===== src/rtl/safe_down_counter.sv =====
// Loadable down-counter; tc_o pulses while enabled at zero.
module safe_down_counter #(
  parameter int unsigned W = 10
) (
  input  logic         clk,
  input  logic         rst_n,
  input  logic         load_i,
  input  logic [W-1:0] load_val_i,
  input  logic         en_i,
  output logic         tc_o
);

  logic [W-1:0] cnt_q;

  always_ff @(posedge clk or negedge rst_n) begin
    if (!rst_n) begin
      cnt_q <= '0;
    end else if (load_i) begin
      cnt_q <= load_val_i;
    end else if (en_i && (cnt_q != '0)) begin
      cnt_q <= cnt_q - W'(1);
    end
  end

  assign tc_o = en_i && !load_i && (cnt_q == '0);

endmodule


===== config.mk =====
export PLATFORM = sky130hd
export DESIGN_NAME = safe_down_counter
export DESIGN_NICKNAME = d
export VERILOG_FILES = /design/src/rtl/safe_down_counter.sv
export SDC_FILE = /design/constraint.sdc
export NUM_CORES = 1
export LEC_CHECK = 0
export CAP_MARGIN = 20
export CORE_AREA = 2 2 45 47
export CTS_CLUSTER_SIZE = 16
export DETAILED_ROUTE_END_ITERATION = 8
export DIE_AREA = 0 0 47 49
export PLACE_DENSITY_LB_ADDON = 0.15
export SYNTH_ARGS = -nofsm -noshare
export SYNTH_HDL_FRONTEND = slang
export SYNTH_SLANG_ARGS = --single-unit

===== constraint.sdc =====
create_clock -name clk -period 3.2 [get_ports clk]
set_input_delay 0.64 -clock clk [delete_from_list [all_inputs] [get_ports clk]]
set_output_delay 0.64 -clock clk [all_outputs]
set_load 0.01 [all_outputs]

==> flow_metrics.tcl <==
set metrics [dict create \
    fp-row-count 16 \
    pwr-share-comb_pct 22.1 \
    switching_share_pct 28.85 \
    clk_path_buf_depth 2 \
    syn_area_sq_um 626.9 \
    cts_hold_buffers 0 \
    root_buffer "clkbuf_4" \
    r2r_end "cnt_q[4]" \
    startpoint "cnt_q[2]" \
    arrival_ns 2.17 \
    syn_avg_cell_area_sq_um 9.085 \
    place_area_sq_um 808.3 \
    antenna_found_initial 0 \
    synth_cell_types 26 \
    met1_usage_pct 16.93 \
    synth_cells 69 \
    wl_per_cell_um 11.57 \
    synth-seq-cells 10 \
    grt_use_met2_pct 21.23 \
    path_clk_slew_ns 0.07 \
    worstPathMaxFanout 8 \
    end_kind "output port" \
    yosysTopAreaCell "dfrtp_1" \
    dieArea_sq_um 2303 \
    fin_crit_ns 2.807 \
    hold_violations 0 \
    fp.dieH_um 49 \
    top_register "cnt_q" \
    met3_usage_pct 7.778 \
    grt_max_degree 23 \
    critPathKind "reg -> out" \
    largest_reg_flops 10 \
    max_slew_margin_pct 67.47 \
    p_per_area_nw_per_um2 417.0 \
    port_buffers 14 \
    cp.required_ns 2.56 \
    ctsHtreeMaxLevel 1 \
    worstMarginPinSlew_ns 0.4757 \
    start_util_pct 34.04 \
    drv_slew 0 \
    die_x_um 47 \
    sequentialPowerShare_pct 45.5 \
    fillCellCount 189 \
    leakage_nw 0.3084 \
    drive_gt1_share_pct 12.64 \
    firstDrtPassIters 4 \
    grt_use_total_pct 13.90 \
    routed_via_density 5.026 \
    finalPower_mw 0.3522 \
    p_int_mw 0.2506 \
    synth_edf_count 0 \
    rr_worst_depth 6 \
    via_count 573 \
    io_pins 15 \
    period_share_pct 87.72 \
    setup_viol 0 \
    drc 0 \
    cts_buffers 3 \
    clk_latency_ns 0.27 \
    cts_setup_buffers 0 \
    area_growth_pct 34.73 \
    p_switching_mw 0.1016 \
    grt_pass1_wl_mm 2.332 \
    dpl.hpwl_mm 1.015 \
    numClockSinks 10 \
    synth_nets 84 \
    grt_overflow_total 0 \
    ff2ff_setup_slack_ns 1.36 \
    final_nets 103 \
    ant_nets 0 \
    p_clk_share_pct 32.4 \
    place.gp.congestion 0.7653 \
    gr-max-usage-layer "met2" \
    hp-start "cnt_q[1]" \
    r2r-start "cnt_q[0]" \
    yosysTopAreaCellShare_pct 39.92 \
    finalClockSkew_ns 0.004360 \
    routed_wl_mm 1.319 \
    cts_resized 0 \
    synthFlopType "dfrtp_1" \
    cts_tree "done" \
    synthArstFlopShare_pct 100.0 \
    vdd_drop_max_mv 0.2726 \
    fmax_mhz 356.3 \
    synth.area.top_cells "dfrtp_1, xnor2_1, nand2_1" \
    ys_seq_area_share_pct 39.92 \
    n_antenna_cell 0 \
    run_status "complete, no violations" \
    setup_tns_ns 0 \
    ys_warn_count 0 \
    min_path_type "reg -> reg" \
    fin_area_sq_um 844.6 \
    grt_pass1_vias 549 \
    cap_violations 0 \
    start_kind "flop" \
    core_sq_um 1842 \
    drt_iter0_markers 2 \
    reg_top3 "cnt_q (10)" \
    rsz0062_at_grt "no" \
    cp-endpoint "tc_o" \
]
## layout make-up
class                           count  area, sq um  share of cell area, %
Multi-Input combinational cell     52        350.3                  41.48
Clock buffer                        4        36.28                  4.296
Tap cell                           27        33.78                  4.000
Timing Repair Buffer               16        155.1                  18.37
Inverter                            5        18.77                  2.222
Sequential cell                    10        250.2                  29.63
## metrics by stage
stage                     hold slack (ns)  util, %  worst slack [ns]  instances
after CTS                          0.5714    45.86            0.3559        114
after floorplan                    0.3444        -             1.235         69
after detailed placement           0.5615    43.89            0.5647        110
final                              0.5728    45.86            0.3931        114
after global routing               0.5883    45.86            0.1786        114
after global placement             0.5579    43.89            0.6015        110
## synthesized netlist by cell type, types with 3 or more instances
| cell | count |
|---|---|
| dfrtp_1 | 10 |
| nand2_1 | 9 |
| inv_1 | 5 |
| o21ai_0 | 5 |
| a21oi_1 | 4 |
| xnor2_1 | 4 |
| a211oi_1 | 3 |
| nand3_1 | 3 |
| nor3_1 | 3 |
| nor4_1 | 3 |
## logic make-up (layout without fill, tap and decap cells)
group,after synthesis,after routing,share of synthesized area (%)
xor gates and xnor gates,4,4,5.588
adders and majority gates,1,1,1.996
AOI/OAI and AO/OA,22,22,24.75
and+or+nand+nor,25,25,23.55
buffers and inverters,7,25,4.192
DFF,10,10,39.92
## cell usage in the layout (no fill, tap or decap), types with 2 or more instances in the layout
cell type / n
a211oi_1: 3
a2111oi_2: 2
buf_4: 2
xnor2_1: 4
clkdlybuf4s50_1: 14
nand2_1: 9
nor3_1: 3
nand3_1: 3
nor2_1: 2
o21ai_0: 5
o21ai_1: 2
a21oi_1: 4
dfrtp_1: 10
nor4_1: 3
clkbuf_4: 3
inv_1: 5
## worst min path at each step
stage                     cells after the start        to  slack (ns)
after floorplan                               0  cnt_q[0]        0.34
after global placement                        2  cnt_q[1]        0.56
after detailed placement                      2  cnt_q[1]        0.56
after CTS                                     2  cnt_q[1]        0.57
after global routing                          2  cnt_q[1]        0.59
final                                         2  cnt_q[1]        0.57
## worst max-delay path, cell delays in order, from the launching register on
cell,delay [ns]
dfrtp_1,0.45
nor4_1,0.50
nand3_1,0.22
nor3_1,0.18
clkdlybuf4s50_1,0.56
## metal layers
metal	part of all wire [%]	wire length (um)
met5	0	0
met4	0.76	10
met2	47	624
met1	47	620
met3	4.8	63
## power by group through the flow
stage	Combinational [mW]	Sequential [mW]	Clock, mW
final	0.0779	0.160	0.114
after global placement	0.0776	0.162	0
after CTS	0.0796	0.160	0.120
after detailed placement	0.0791	0.162	0
after floorplan	0.0488	0.158	0
after global routing	0.0885	0.163	0.128
Note: power is estimated with default switching activity, not from simulation.
